<file path="config.mk">
export PLATFORM = sky130hd
export DESIGN_NAME = ipv4_arp_learn_flat
export DESIGN_NICKNAME = d
export VERILOG_FILES = /design/src/rtl/ipv4_arp_pkg.sv /design/src/rtl/ipv4_arp_learn_if.sv /design/src/rtl/ipv4_arp_learn_match.sv /design/src/rtl/ipv4_arp_learn.sv /design/src/flat_wrapper.sv
export SDC_FILE = /design/constraint.sdc
export NUM_CORES = 2
export LEC_CHECK = 0
export BUFFER_PORTS_ARGS = -buffer_cell sky130_fd_sc_hd__buf_2
export CORE_ASPECT_RATIO = 0.75
export CORE_MARGIN = 4
export CORE_UTILIZATION = 50
export DETAILED_ROUTE_END_ITERATION = 16
export GPL_ROUTABILITY_DRIVEN = 0
export PLACE_DENSITY = 0.65
export SYNTH_ARGS = -nofsm -noshare
export SYNTH_HDL_FRONTEND = slang
export SYNTH_HIERARCHICAL = 1
export SYNTH_SLANG_ARGS = --single-unit
</file>
<file path="constraint.sdc">
create_clock -name clk -period 8.4 [get_ports clk]
set_input_delay 0 -clock clk [delete_from_list [all_inputs] [get_ports clk]]
set_output_delay 0 -clock clk [all_outputs]
set_load 0.03 [all_outputs]
</file>
<file path="src/rtl/ipv4_arp_pkg.sv">
// Shared definitions for the IPv4 ARP learn path: FSM states, LUT write-data
// width and the binding drop filter.
package ipv4_arp_pkg;

  localparam int unsigned LUT_WR_DATA_W = 64;
  localparam int unsigned MAC_GROUP_BIT = 40;

  typedef enum logic [2:0] {
    ST_IDLE,
    ST_SEARCH_LO,
    ST_SEARCH_HI,
    ST_WRITE,
    ST_WAIT_ACK
  } learn_state_t;

  // Unspecified sender IP, group MAC or all-zero MAC are never learned
  function automatic logic learn_drop(input logic [31:0] ipv4, input logic [47:0] mac);
    return (ipv4 == 32'h0) || mac[MAC_GROUP_BIT] || (mac == 48'h0);
  endfunction

endpackage

</file>
<file path="src/rtl/ipv4_arp_learn_if.sv">
// Learn handshake, flush and LUT write-request bus of ipv4_arp_learn.
// master drives bindings/ack (parser + LUT side), slave is the learn block.
interface ipv4_arp_learn_if
  import ipv4_arp_pkg::*;
#(
  parameter int unsigned MAC_WIDTH = 48,
  parameter int unsigned ROW_BITS  = 5
);
  logic                     i_learn_valid;
  logic                     o_learn_ready;
  logic [31:0]              i_learn_ipv4_addr;
  logic [MAC_WIDTH-1:0]     i_learn_eth_addr;
  logic                     i_flush;
  logic                     o_ipv4_arp_lut_wr_req;
  logic                     i_ipv4_arp_lut_wr_ack;
  logic [ROW_BITS-1:0]      o_ipv4_arp_lut_wr_addr;
  logic [LUT_WR_DATA_W-1:0] o_ipv4_arp_lut_wr_eth_addr;
  logic [31:0]              o_ipv4_arp_lut_wr_ipv4_addr;
  logic                     o_learn_err;

  modport slave (
    input  i_learn_valid, i_learn_ipv4_addr, i_learn_eth_addr, i_flush,
           i_ipv4_arp_lut_wr_ack,
    output o_learn_ready, o_ipv4_arp_lut_wr_req, o_ipv4_arp_lut_wr_addr,
           o_ipv4_arp_lut_wr_eth_addr, o_ipv4_arp_lut_wr_ipv4_addr, o_learn_err
  );

  modport master (
    output i_learn_valid, i_learn_ipv4_addr, i_learn_eth_addr, i_flush,
           i_ipv4_arp_lut_wr_ack,
    input  o_learn_ready, o_ipv4_arp_lut_wr_req, o_ipv4_arp_lut_wr_addr,
           o_ipv4_arp_lut_wr_eth_addr, o_ipv4_arp_lut_wr_ipv4_addr, o_learn_err
  );

endinterface

</file>
<file path="src/rtl/ipv4_arp_learn_match.sv">
// Half-table comparator: first (lowest) valid row matching the key and the
// first invalid row within one half of the shadow table.
module ipv4_arp_learn_match #(
  parameter int unsigned HALF      = 16,
  parameter int unsigned IDX_BITS  = 4,
  parameter int unsigned MAC_WIDTH = 48
) (
  input  logic [HALF-1:0]                i_vld,
  input  logic [HALF-1:0][31:0]          i_ip,
  input  logic [HALF-1:0][MAC_WIDTH-1:0] i_mac,
  input  logic [31:0]                    i_key_ip,
  input  logic [MAC_WIDTH-1:0]           i_key_mac,
  output logic                           o_hit,
  output logic [IDX_BITS-1:0]            o_hit_idx,
  output logic                           o_same_mac,
  output logic                           o_free,
  output logic [IDX_BITS-1:0]            o_free_idx
);

  logic                w_hit;
  logic [IDX_BITS-1:0] w_hit_idx;
  logic                w_same;
  logic                w_free;
  logic [IDX_BITS-1:0] w_free_idx;

  always_comb begin
    w_hit      = 1'b0;
    w_hit_idx  = '0;
    w_same     = 1'b0;
    w_free     = 1'b0;
    w_free_idx = '0;
    for (int unsigned i = 0; i < HALF; i++) begin
      if (!w_hit && i_vld[i] && (i_ip[i] == i_key_ip)) begin
        w_hit     = 1'b1;
        w_hit_idx = IDX_BITS'(i);
        w_same    = (i_mac[i] == i_key_mac);
      end
      if (!w_free && !i_vld[i]) begin
        w_free     = 1'b1;
        w_free_idx = IDX_BITS'(i);
      end
    end
  end

  assign o_hit      = w_hit;
  assign o_hit_idx  = w_hit_idx;
  assign o_same_mac = w_same;
  assign o_free     = w_free;
  assign o_free_idx = w_free_idx;

endmodule

</file>
<file path="src/rtl/ipv4_arp_learn.sv">
// ARP LUT table writer with shadow copy, row reuse / lowest-free / round-robin
// eviction. Define IPV4_ARP_LEARN_STATS_EN to add event counters.
module ipv4_arp_learn
  import ipv4_arp_pkg::*;
#(
  parameter int unsigned IPV4_ARP_LUT_ROWS     = 32,
  parameter int unsigned IPV4_ARP_LUT_ROW_BITS = 5,
  parameter int unsigned MAC_WIDTH             = 48,
  parameter int unsigned ACK_TIMEOUT           = 15
) (
  input  logic                  clk,
  input  logic                  resetn,
  ipv4_arp_learn_if.slave       bus
`ifdef IPV4_ARP_LEARN_STATS_EN
  ,
  output logic [31:0]           o_stat_new,
  output logic [31:0]           o_stat_update,
  output logic [31:0]           o_stat_refresh,
  output logic [31:0]           o_stat_evict,
  output logic [31:0]           o_stat_drop,
  output logic [31:0]           o_stat_timeout
`endif
);

  localparam int unsigned ROWS = IPV4_ARP_LUT_ROWS;
  localparam int unsigned RB   = IPV4_ARP_LUT_ROW_BITS;
  localparam int unsigned HALF = ROWS / 2;
  localparam int unsigned IB   = RB - 1;

  learn_state_t                  r_state;
  logic                          r_ready, r_err, r_wr_req, r_flush_pend;
  logic [RB-1:0]                 r_wr_addr, r_rr;
  logic [LUT_WR_DATA_W-1:0]      r_wr_eth;
  logic [31:0]                   r_wr_ip, r_key_ip;
  logic [MAC_WIDTH-1:0]          r_key_mac;
  logic [7:0]                    r_cnt;
  logic                          r_evict, r_upd;
  logic [ROWS-1:0]               r_vld;
  logic [ROWS-1:0][31:0]         r_ip;
  logic [ROWS-1:0][MAC_WIDTH-1:0] r_mac;
  logic                          r_lo_hit, r_lo_same, r_lo_free;
  logic [IB-1:0]                 r_lo_idx, r_lo_free_idx;

  logic [HALF-1:0]                w_sel_vld;
  logic [HALF-1:0][31:0]          w_sel_ip;
  logic [HALF-1:0][MAC_WIDTH-1:0] w_sel_mac;
  logic                           w_hit, w_same, w_free;
  logic [IB-1:0]                  w_hit_idx, w_free_idx;
  logic                           w_hit_any, w_same_any, w_free_any;
  logic [RB-1:0]                  w_hit_row, w_free_row;

  // One comparator shared by both search states; the half is picked by state
  always_comb begin
    w_sel_vld = r_vld[HALF-1:0];
    w_sel_ip  = r_ip[HALF-1:0];
    w_sel_mac = r_mac[HALF-1:0];
    if (r_state == ST_SEARCH_HI) begin
      w_sel_vld = r_vld[ROWS-1:HALF];
      w_sel_ip  = r_ip[ROWS-1:HALF];
      w_sel_mac = r_mac[ROWS-1:HALF];
    end
  end

  ipv4_arp_learn_match #(.HALF(HALF), .IDX_BITS(IB), .MAC_WIDTH(MAC_WIDTH)) u_match (
    .i_vld      (w_sel_vld),
    .i_ip       (w_sel_ip),
    .i_mac      (w_sel_mac),
    .i_key_ip   (r_key_ip),
    .i_key_mac  (r_key_mac),
    .o_hit      (w_hit),
    .o_hit_idx  (w_hit_idx),
    .o_same_mac (w_same),
    .o_free     (w_free),
    .o_free_idx (w_free_idx)
  );

  always_comb begin
    w_hit_any  = r_lo_hit | w_hit;
    w_hit_row  = r_lo_hit ? {1'b0, r_lo_idx} : {1'b1, w_hit_idx};
    w_same_any = r_lo_hit ? r_lo_same : w_same;
    w_free_any = r_lo_free | w_free;
    w_free_row = r_lo_free ? {1'b0, r_lo_free_idx} : {1'b1, w_free_idx};
  end

`ifdef IPV4_ARP_LEARN_STATS_EN
  logic [31:0] r_st_new, r_st_upd, r_st_ref, r_st_evi, r_st_drop, r_st_to;
`endif

  always_ff @(posedge clk or negedge resetn) begin
    if (!resetn) begin
      r_state       <= ST_IDLE;
      r_ready       <= 1'b1;
      r_err         <= 1'b0;
      r_wr_req      <= 1'b0;
      r_flush_pend  <= 1'b0;
      r_wr_addr     <= '0;
      r_rr          <= '0;
      r_wr_eth      <= '0;
      r_wr_ip       <= '0;
      r_key_ip      <= '0;
      r_key_mac     <= '0;
      r_cnt         <= '0;
      r_evict       <= 1'b0;
      r_upd         <= 1'b0;
      r_vld         <= '0;
      r_lo_hit      <= 1'b0;
      r_lo_same     <= 1'b0;
      r_lo_free     <= 1'b0;
      r_lo_idx      <= '0;
      r_lo_free_idx <= '0;
`ifdef IPV4_ARP_LEARN_STATS_EN
      r_st_new <= '0; r_st_upd <= '0; r_st_ref <= '0;
      r_st_evi <= '0; r_st_drop <= '0; r_st_to <= '0;
`endif
    end else begin
      r_err    <= 1'b0;
      r_wr_req <= 1'b0;
      if (bus.i_flush && (r_state != ST_IDLE)) r_flush_pend <= 1'b1;
      case (r_state)
        ST_IDLE: begin
          // A pending flush lands in the first IDLE cycle, before any search
          if (bus.i_flush || r_flush_pend) begin
            r_vld        <= '0;
            r_rr         <= '0;
            r_flush_pend <= 1'b0;
          end
          if (bus.i_learn_valid) begin
            if (learn_drop(bus.i_learn_ipv4_addr, bus.i_learn_eth_addr)) begin
`ifdef IPV4_ARP_LEARN_STATS_EN
              r_st_drop <= r_st_drop + 32'd1;
`endif
            end else begin
              r_key_ip  <= bus.i_learn_ipv4_addr;
              r_key_mac <= bus.i_learn_eth_addr;
              r_ready   <= 1'b0;
              r_state   <= ST_SEARCH_LO;
            end
          end
        end
        ST_SEARCH_LO: begin
          r_lo_hit      <= w_hit;
          r_lo_idx      <= w_hit_idx;
          r_lo_same     <= w_same;
          r_lo_free     <= w_free;
          r_lo_free_idx <= w_free_idx;
          r_state       <= ST_SEARCH_HI;
        end
        ST_SEARCH_HI: begin
          if (w_hit_any && w_same_any) begin
            r_ready <= 1'b1;
            r_state <= ST_IDLE;
`ifdef IPV4_ARP_LEARN_STATS_EN
            r_st_ref <= r_st_ref + 32'd1;
`endif
          end else begin
            r_wr_addr <= w_hit_any ? w_hit_row : (w_free_any ? w_free_row : r_rr);
            r_upd     <= w_hit_any;
            r_evict   <= !w_hit_any && !w_free_any;
            r_wr_ip   <= r_key_ip;
            r_wr_eth  <= LUT_WR_DATA_W'(r_key_mac);
            r_wr_req  <= 1'b1;
            r_state   <= ST_WRITE;
          end
        end
        ST_WRITE: begin
          r_cnt   <= '0;
          r_state <= ST_WAIT_ACK;
        end
        ST_WAIT_ACK: begin
          if (bus.i_ipv4_arp_lut_wr_ack) begin
            r_vld[r_wr_addr] <= 1'b1;
            if (r_evict) r_rr <= r_rr + 1'b1;
            r_ready <= 1'b1;
            r_state <= ST_IDLE;
`ifdef IPV4_ARP_LEARN_STATS_EN
            if (r_evict)    r_st_evi <= r_st_evi + 32'd1;
            else if (r_upd) r_st_upd <= r_st_upd + 32'd1;
            else            r_st_new <= r_st_new + 32'd1;
`endif
          end else if (r_cnt == 8'(ACK_TIMEOUT - 1)) begin
            r_err   <= 1'b1;
            r_ready <= 1'b1;
            r_state <= ST_IDLE;
`ifdef IPV4_ARP_LEARN_STATS_EN
            r_st_to <= r_st_to + 32'd1;
`endif
          end else begin
            r_cnt <= r_cnt + 8'd1;
          end
        end
        default: begin
          r_ready <= 1'b1;
          r_state <= ST_IDLE;
        end
      endcase
    end
  end

  always_ff @(posedge clk) begin
    if ((r_state == ST_WAIT_ACK) && bus.i_ipv4_arp_lut_wr_ack) begin
      r_ip[r_wr_addr]  <= r_wr_ip;
      r_mac[r_wr_addr] <= r_wr_eth[MAC_WIDTH-1:0];
    end
  end

  assign bus.o_learn_ready               = r_ready;
  assign bus.o_ipv4_arp_lut_wr_req       = r_wr_req;
  assign bus.o_ipv4_arp_lut_wr_addr      = r_wr_addr;
  assign bus.o_ipv4_arp_lut_wr_eth_addr  = r_wr_eth;
  assign bus.o_ipv4_arp_lut_wr_ipv4_addr = r_wr_ip;
  assign bus.o_learn_err                 = r_err;

`ifdef IPV4_ARP_LEARN_STATS_EN
  assign o_stat_new     = r_st_new;
  assign o_stat_update  = r_st_upd;
  assign o_stat_refresh = r_st_ref;
  assign o_stat_evict   = r_st_evi;
  assign o_stat_drop    = r_st_drop;
  assign o_stat_timeout = r_st_to;
`endif

endmodule

</file>
<file path="src/flat_wrapper.sv">
// flat-port wrapper written by rule: the top's interface ports become plain ports
module ipv4_arp_learn_flat import ipv4_arp_pkg::*;
#(
  parameter int unsigned IPV4_ARP_LUT_ROWS     = 32,
  parameter int unsigned IPV4_ARP_LUT_ROW_BITS = 5,
  parameter int unsigned MAC_WIDTH             = 48,
  parameter int unsigned ACK_TIMEOUT           = 15
)
  (clk, resetn, bus_i_learn_valid, bus_i_learn_ipv4_addr, bus_i_learn_eth_addr, bus_i_flush, bus_i_ipv4_arp_lut_wr_ack, bus_o_learn_ready, bus_o_ipv4_arp_lut_wr_req, bus_o_ipv4_arp_lut_wr_addr, bus_o_ipv4_arp_lut_wr_eth_addr, bus_o_ipv4_arp_lut_wr_ipv4_addr, bus_o_learn_err);
  ipv4_arp_learn_if #(.MAC_WIDTH(MAC_WIDTH), .ROW_BITS(5)) bus_i ();
  input  logic clk;
  input  logic resetn;
  input wire logic [$bits(bus_i.i_learn_valid)-1:0] bus_i_learn_valid;
  input wire logic [$bits(bus_i.i_learn_ipv4_addr)-1:0] bus_i_learn_ipv4_addr;
  input wire logic [$bits(bus_i.i_learn_eth_addr)-1:0] bus_i_learn_eth_addr;
  input wire logic [$bits(bus_i.i_flush)-1:0] bus_i_flush;
  input wire logic [$bits(bus_i.i_ipv4_arp_lut_wr_ack)-1:0] bus_i_ipv4_arp_lut_wr_ack;
  output wire logic [$bits(bus_i.o_learn_ready)-1:0] bus_o_learn_ready;
  output wire logic [$bits(bus_i.o_ipv4_arp_lut_wr_req)-1:0] bus_o_ipv4_arp_lut_wr_req;
  output wire logic [$bits(bus_i.o_ipv4_arp_lut_wr_addr)-1:0] bus_o_ipv4_arp_lut_wr_addr;
  output wire logic [$bits(bus_i.o_ipv4_arp_lut_wr_eth_addr)-1:0] bus_o_ipv4_arp_lut_wr_eth_addr;
  output wire logic [$bits(bus_i.o_ipv4_arp_lut_wr_ipv4_addr)-1:0] bus_o_ipv4_arp_lut_wr_ipv4_addr;
  output wire logic [$bits(bus_i.o_learn_err)-1:0] bus_o_learn_err;
  assign bus_i.i_learn_valid = bus_i_learn_valid;
  assign bus_i.i_learn_ipv4_addr = bus_i_learn_ipv4_addr;
  assign bus_i.i_learn_eth_addr = bus_i_learn_eth_addr;
  assign bus_i.i_flush = bus_i_flush;
  assign bus_i.i_ipv4_arp_lut_wr_ack = bus_i_ipv4_arp_lut_wr_ack;
  assign bus_o_learn_ready = bus_i.o_learn_ready;
  assign bus_o_ipv4_arp_lut_wr_req = bus_i.o_ipv4_arp_lut_wr_req;
  assign bus_o_ipv4_arp_lut_wr_addr = bus_i.o_ipv4_arp_lut_wr_addr;
  assign bus_o_ipv4_arp_lut_wr_eth_addr = bus_i.o_ipv4_arp_lut_wr_eth_addr;
  assign bus_o_ipv4_arp_lut_wr_ipv4_addr = bus_i.o_ipv4_arp_lut_wr_ipv4_addr;
  assign bus_o_learn_err = bus_i.o_learn_err;
  ipv4_arp_learn #(.IPV4_ARP_LUT_ROWS(IPV4_ARP_LUT_ROWS), .IPV4_ARP_LUT_ROW_BITS(IPV4_ARP_LUT_ROW_BITS), .MAC_WIDTH(MAC_WIDTH), .ACK_TIMEOUT(ACK_TIMEOUT)) u_core (.clk(clk), .resetn(resetn), .bus(bus_i));
endmodule
</file>
# --- Yosys cells after proc, flatten, opt, wreduce, memory -nomap -nowiden ---
# Cells that the tools add are included.
totals:
  register_bits: 2789
  out_inout_bits: 104
  word_cells: 377
  inputBits: 85
classes:
  order_cmp: 2
  mux: 124
  bitwise: 6
  n_addsub: 2
  eq_ne: 46
  reduce_logical: 114
ops:
  columns: ["operator", "count"]
  rows:
  - ["$bwmux W1536", 1]
  - ["$bwmux W1024", 1]
  - ["$eq A48 B48 Y1", 16]
  - ["$mux W768", 1]
  - ["$eq A32 B32 Y1", 16]
  - ["$mux W512", 1]
  - ["$demux W48 S5", 1]
  - ["$demux W32 S5", 1]
  - ["$mux W4", 28]
  - ["$mux W32", 3]
  - ["$mux W1", 65]
  - ["$pmux W32 S2", 1]
  - ["$logic_and A1 B1 Y1", 51]
  - ["$logic_not A48 Y1", 1]
  - ["$mux W48", 1]
  - ["$logic_not A1 Y1", 46]
  - ["$mux W5", 7]
  - ["$logic_not A32 Y1", 1]
  - ["$or A32 B32 Y32", 1]
  - ["$mux W16", 1]
  - ["$mux W8", 2]
  - ["$pmux W8 S2", 1]
  - ["$pmux W3 S5", 1]
  - ["$mux W3", 4]
  - ["other kinds (26)", 42]

# --- Longest topological paths before layout ---
logic_depth:
  word_depth: 69
  ltp_mapped: 23
  ltp_nobuf: 17

# --- Cells and area by module ---
# The synthesis kept the hierarchy.
by_module_without_submodules:
  columns: ["mod", "seq_area_each_um2", "instances", "area_per_inst_um2", "cells_each"]
  rows:
  - ["ipv4_arp_learn", 82605.5, 1, 101422.3, 4854]
  - ["ipv4_arp_learn_match", 0.0, 1, 15478.6, 1971]

# --- Least setup slack after synthesis ---
# OpenSTA, ideal clock, no wires.
synth_path:
  kind: "flip-flop to flip-flop"
  start: "register u_core.r_state[1]"
  end: "register u_core/r_ip[960] in the netlist's numbering (enable)"
  required_ns: 7.764
  setup_time_ns: 0.636
  path_stages_with_launch: 4
  path_buffers: 0
  synth_period_minus_slack_ns: 7.530
  slack_ns: 0.870
  arrival_ns: 6.895
  path_cell_list: "dfrtp_1 > and4bb_2 > nand4_1 > nor3b_1"
synth_via:
  elab_chain_len: 2
synth_rtl:
  columns: ["element", "line_no", "rtl"]
  rows:
  - ["from (decl)", "ipv4_arp_learn.sv:30", "learn_state_t r_state;"]
  - ["from (signal assigned)", "ipv4_arp_learn.sv:91", "r_state <= ST_IDLE;"]
  - ["from (signal assigned)", "ipv4_arp_learn.sv:136", "r_state <= ST_SEARCH_LO;"]
  - ["from (signal assigned)", "ipv4_arp_learn.sv:146", "r_state <= ST_SEARCH_HI;"]
  - ["$eq A3 B3 Y1", "ipv4_arp_learn.sv:200", "if ((r_state == ST_WAIT_ACK) && bus.i_ipv4_arp_lut_wr_ack) begin"]
  - ["$logic_and A1 B1 Y1", "ipv4_arp_learn.sv:200", null]
  - ["to (signal, indexed assignment)", "ipv4_arp_learn.sv:201", "r_ip[r_wr_addr] <= r_wr_ip;"]
  - ["to (decl)", "ipv4_arp_learn.sv:39", "logic [ROWS-1:0][31:0] r_ip;"]
# Every way passes these cells.
# A chain may end at the register's enable or synchronous reset.

==> results list <==
- Post-synth ARST share: 8.211%
- Critical path required time: 9.17 ns
- Startpoint Class: flop
* I/O pin total: 189
- A synthesized cell averages 17.13 µm².
- Buffers inserted during clock tree synthesis total 281.
* Clock tree from TritonCTS: done
- Setup violations remaining at the end of the flow were counted as 0.
- Including well taps, the total number of placed cells is 10070.
- H-tree depth: 5
- The worst hold path begins at bus_i_learn_eth_addr[20].
* Count of instances resized after the clock tree is built: 0
* Part of the Yosys area used for sequential elements: between 70% and 80%
- Clock insertion delay at the later pin of the skew report: 0.88 ns
- Pwr Density: 371.4 nW/µm²
- Internal: approximately 30 mW
- Critical Path Sink Type: flop
- Counting along the longest clock path gives a buffer depth of 4.
- Switching fraction of total power: 37.96%
- Transition time at the pin with the least slew margin: 1.413 ns
- Number of iterations in the first detailed-routing pass: 6
- Vias in the first global route: 64770
- Setup repair after global routing left no endpoint under its margin.
- After clock tree synthesis, the clock-pin slew on the worst setup and hold paths is 0.06 ns.
- Reg2Reg Depth: 18
- Status: completed
- Max VDD drop: 0.0004515 V
- Entering global routing, the biggest net connects 93 pins.
- Number of buffers inserted by port buffering: 172
- Standard cell core area: between 200000 and 250000 µm²
- After routing, the total negative slack on setup checks comes to 0 ns.
- For the final database, setup skew stands at 0.07817 ns.
- The count of pins over their slew limit is 0.
- Cell at the root of the clock tree: sky130_fd_sc_hd__clkbuf_16
- For this block, the routed nets add up to 397100 µm of wire.
- In this run the post-CTS setup repair buffer count came out at 0.
* P&R area growth vs syn: 14.39%
- Slack of the worst reg-to-reg path: 0.82 ns
* Post-placement worst setup slack: 1.211 ns
- The first global-routing pass estimated 536800 µm of wire.
- Min-Delay Path Class: in -> reg
- Hold Path Cell Cnt: 3
- In this run the critical register-to-register path is captured at u_core/bus.o_learn_ready.
- Of the total power, registers draw 39.6%.
* Share of power burned in the clock network: 25.5%
* HPWL after detailed placement: 236400 µm
* Global route total overflow: 0
* Initial cell density of the core: 50.34%
* Share of the clock period used by the worst path: 90.20%
* Post-layout worst setup margin: approximately 0.82 ns
- The die covers 241700 µm².
- Post-synth cell types: 69
- Fmax achieved: 132.0 MHz
- Count of state elements after synthesis: 2789
* Combinational fraction of design power: a little over a third
* Worst slew margin relative to its limit: under 10%
- Reported net switching power: 18.85 mW
* Antenna violations before repair: 45
- After detailed routing, the number of remaining DRC violations is 0.
* Detailed-route vias per instance: approximately 6.4
- From left edge to right edge, the die measures 566.3 µm.
- Cell count after synthesis: 6825
- The initialized floorplan defines 153 standard-cell rows.
- In this run the critical register-to-register path is launched from u_core/r_state[0].
- Global routing used about a third of the available tracks.
* Final Instance Area: 133700 µm²
- Leakage dissipation: 45.12 nW
- Cell Area, Synth: 116900 µm²
- After the last flow step, the layout net total stands at approximately 7500.
* Starting DRT DRC Count: between 10000 and 15000
* Arr. time, crit path: 8.34 ns
- In the final layout, the share of cells above drive strength 1 is 31.11%.
- The die is 426.8 µm tall.
- The placed instances occupy a cell area of 122600 µm².
* Syn. warnings: 6
- Dividing the detail-routed wire length by the instance count gives 36.86 µm.
- Counting flops with a built-in enable in the synthesized netlist gives 2560.
* Max Cap Violations: 0
* WHS Endpoint: u_core/r_key_mac[20]
- The number of endpoints with negative hold slack in the final report came to 0.
- The count of nets left with antenna violations once routing finished came out at 0.
- Leaving out filler cells and counting taps, the final layout contains between 10000 and 15000.
- Clock tree synthesis found a total of 2789 sinks.
- Across all layers, the routed design uses 68640 vias.
- The worst path in the final design needs a cycle of 7.577 ns, including I/O delays and setup.
- Worst hold slack: 0.1086 ns
- Critical Setup Path Class: reg -> reg
* Main flop type after synthesis: sky130_fd_sc_hd__edfxtp_1
* Critical path fanouts, max: 84
==> through the flow <==
| stage | power [mW] | utilization (%) |
|---|---|---|
| final | 49.66 | 57.59 |
| after CTS | 49.12 | 57.57 |
| after floorplan | 28.84 | - |
| after detailed placement | 36.37 | 52.82 |
| after global routing | 50.70 | 57.57 |
| after global placement | 36.25 | 52.81 |
==> how the worst max path moves through the flow <==
| stage | from | end | slack [ns] |
|---|---|---|---|
| floorplan | u_core/r_state[1] | u_core/r_ip[960] | 0.87 |
| global placement | u_core/r_state[1] | u_core/bus.o_ipv4_arp_lut_wr_ipv4_addr[6] | 1.34 |
| detailed placement | u_core/r_state[1] | u_core/bus.o_learn_ready | 1.21 |
| CTS | u_core/r_state[0] | u_core/bus.o_learn_ready | 1.14 |
| global route | u_core/r_state[0] | u_core/bus.o_learn_ready | 0.86 |
| finish | u_core/r_state[0] | u_core/bus.o_learn_ready | 0.82 |
==> cell type report <==
class / instances / area (µm²)
Fill cell: 17450 / 98490
Multi-Input combinational cell: 3686 / 32690
Clock buffer: 361 / 7736
Inverter: 7 / 28.78
Sequential cell: 2789 / 82650
Timing Repair Buffer: 674 / 5333
Clock inverter: 140 / 1360
Antenna cell: 18 / 45.04
Tap cell: 3100 / 3879
==> placed cells by master (no fill, tap or decap), types with 7 or more instances in the layout <==
master,instances
sky130_fd_sc_hd__nor2b_1,10
sky130_fd_sc_hd__conb_1,16
sky130_fd_sc_hd__nor4_2,19
sky130_fd_sc_hd__diode_2,18
sky130_fd_sc_hd__bufinv_16,25
sky130_fd_sc_hd__buf_12,16
sky130_fd_sc_hd__clkinv_2,53
sky130_fd_sc_hd__nand4_1,223
sky130_fd_sc_hd__clkbuf_1,52
sky130_fd_sc_hd__xnor2_1,747
sky130_fd_sc_hd__nor4_1,175
sky130_fd_sc_hd__dfrtp_2,33
sky130_fd_sc_hd__nor2_1,91
sky130_fd_sc_hd__clkbuf_16,292
sky130_fd_sc_hd__o21ai_0,7
sky130_fd_sc_hd__dlygate4sd3_1,190
sky130_fd_sc_hd__nand2_1,273
sky130_fd_sc_hd__dfrtp_1,195
sky130_fd_sc_hd__edfxtp_1,2560
sky130_fd_sc_hd__nand3_1,42
sky130_fd_sc_hd__buf_2,172
sky130_fd_sc_hd__nor3_1,19
sky130_fd_sc_hd__clkinv_1,46
sky130_fd_sc_hd__nor2_4,29
sky130_fd_sc_hd__clkbuf_8,17
sky130_fd_sc_hd__xor2_1,539
sky130_fd_sc_hd__buf_4,294
sky130_fd_sc_hd__mux2_2,1387
==> routing by layer <==
layer  part of all wire [%]  global-route usage (%)
met5                  0.015                       0
met4                    3.2                   9.363
met3                     15                   9.825
met2                     41                   45.04
met1                     41                   48.20
==> synthesized netlist by cell type, types with 3 or more instances <==
master | number | area [µm²]
sky130_fd_sc_hd__edfxtp_1 | 2560 | 76870
sky130_fd_sc_hd__mux2_2 | 1387 | 15620
sky130_fd_sc_hd__xnor2_1 | 747 | 6543
sky130_fd_sc_hd__xor2_1 | 539 | 4721
sky130_fd_sc_hd__nand2_1 | 273 | 1025
sky130_fd_sc_hd__dfrtp_1 | 228 | 5705
sky130_fd_sc_hd__nand4_1 | 223 | 1395
sky130_fd_sc_hd__nor4_1 | 193 | 1207
sky130_fd_sc_hd__buf_2 | 157 | 785.8
sky130_fd_sc_hd__nor2_1 | 121 | 454.2
sky130_fd_sc_hd__clkbuf_1 | 100 | 375.4
sky130_fd_sc_hd__buf_4 | 50 | 375.4
sky130_fd_sc_hd__nand3_1 | 42 | 210.2
sky130_fd_sc_hd__buf_6 | 34 | 382.9
sky130_fd_sc_hd__nor3_1 | 22 | 110.1
sky130_fd_sc_hd__buf_1 | 15 | 56.30
sky130_fd_sc_hd__nor2b_1 | 10 | 62.56
sky130_fd_sc_hd__o21ai_0 | 7 | 35.03
sky130_fd_sc_hd__and3_1 | 6 | 37.54
sky130_fd_sc_hd__inv_1 | 6 | 22.52
sky130_fd_sc_hd__nand3b_1 | 6 | 45.04
sky130_fd_sc_hd__a21oi_1 | 5 | 25.02
sky130_fd_sc_hd__and2_1 | 5 | 31.28
sky130_fd_sc_hd__nand2b_1 | 5 | 31.28
sky130_fd_sc_hd__or3_1 | 5 | 31.28
sky130_fd_sc_hd__a222oi_1 | 4 | 40.04
sky130_fd_sc_hd__a22oi_1 | 4 | 30.03
sky130_fd_sc_hd__a31oi_1 | 4 | 25.02
sky130_fd_sc_hd__o21a_1 | 4 | 30.03
sky130_fd_sc_hd__o311ai_1 | 4 | 35.03
sky130_fd_sc_hd__or4_1 | 4 | 30.03
sky130_fd_sc_hd__ha_1 | 3 | 37.54
sky130_fd_sc_hd__nor3b_1 | 3 | 22.52
sky130_fd_sc_hd__or2_2 | 3 | 18.77
sky130_fd_sc_hd__or3b_2 | 3 | 26.28
sky130_fd_sc_hd__xnor2_2 | 3 | 48.80
==> sequential cells by signal (all words and copies together), names as in the netlist <==
signal and cells:
u_core/bus.o_ipv4_arp_lut_wr_addr 5, u_core/bus.o_ipv4_arp_lut_wr_eth_addr 48, u_core/bus.o_ipv4_arp_lut_wr_ipv4_addr 32, u_core/bus.o_ipv4_arp_lut_wr_req 1, u_core/bus.o_learn_err 1, u_core/bus.o_learn_ready 1, u_core/r_cnt 8, u_core/r_evict 1
u_core/r_flush_pend 1, u_core/r_ip 1024, u_core/r_key_ip 32, u_core/r_key_mac 48, u_core/r_lo_free 1, u_core/r_lo_free_idx 4, u_core/r_lo_hit 1, u_core/r_lo_idx 4
u_core/r_lo_same 1, u_core/r_mac 1536, u_core/r_rr 5, u_core/r_state 3, u_core/r_vld 32
==> timing repair <==
action / 4_1_cts / 5_1_grt
hold buffers: 191 / 0
setup endpoints to repair: 0 / 0
endpoints found under the hold margin: 273 / 0
==> cells by family after synthesis <==
family	share of synthesized area, %
muxes	13.39
AOI/OAI and AO/OA	0.3361
and+or+nand+nor	4.164
DFF	70.66
xor gates and xnor gates	9.677
other	0.003208
adders and majority gates	0.03211
buffers and inverters	1.738
==> critical path, stage by stage, from the launching register on <==
cell,delay [ns]
sky130_fd_sc_hd__dfrtp_1,0.43
sky130_fd_sc_hd__nand2b_1,0.17
sky130_fd_sc_hd__or2_4,0.72
sky130_fd_sc_hd__buf_12,0.30
sky130_fd_sc_hd__buf_12,0.32
sky130_fd_sc_hd__buf_4,0.40
sky130_fd_sc_hd__mux2_2,0.39
sky130_fd_sc_hd__xnor2_1,0.17
sky130_fd_sc_hd__nand4_1,0.57
sky130_fd_sc_hd__nor4_1,1.16
sky130_fd_sc_hd__and4_1,0.34
sky130_fd_sc_hd__o32ai_1,0.11
sky130_fd_sc_hd__a32o_1,0.23
sky130_fd_sc_hd__a22o_1,0.25
sky130_fd_sc_hd__a221oi_2,0.33
sky130_fd_sc_hd__a221o_4,0.24
sky130_fd_sc_hd__buf_4,0.88
sky130_fd_sc_hd__a31oi_1,0.21
sky130_fd_sc_hd__nor2_1,0.17
==> power by group through the flow <==
stage,Sequential (mW),Combinational [mW],Clock (mW)
6_report,19.7,17.3,12.6
5_1_grt,19.7,17.7,13.3
4_1_cts,19.6,16.8,12.7
3_5_place_dp,19.9,16.5,0
3_3_place_gp,19.8,16.4,0
2_1_floorplan,19.0,9.86,0
No activity file was read; power rests on OpenSTA's default activity.
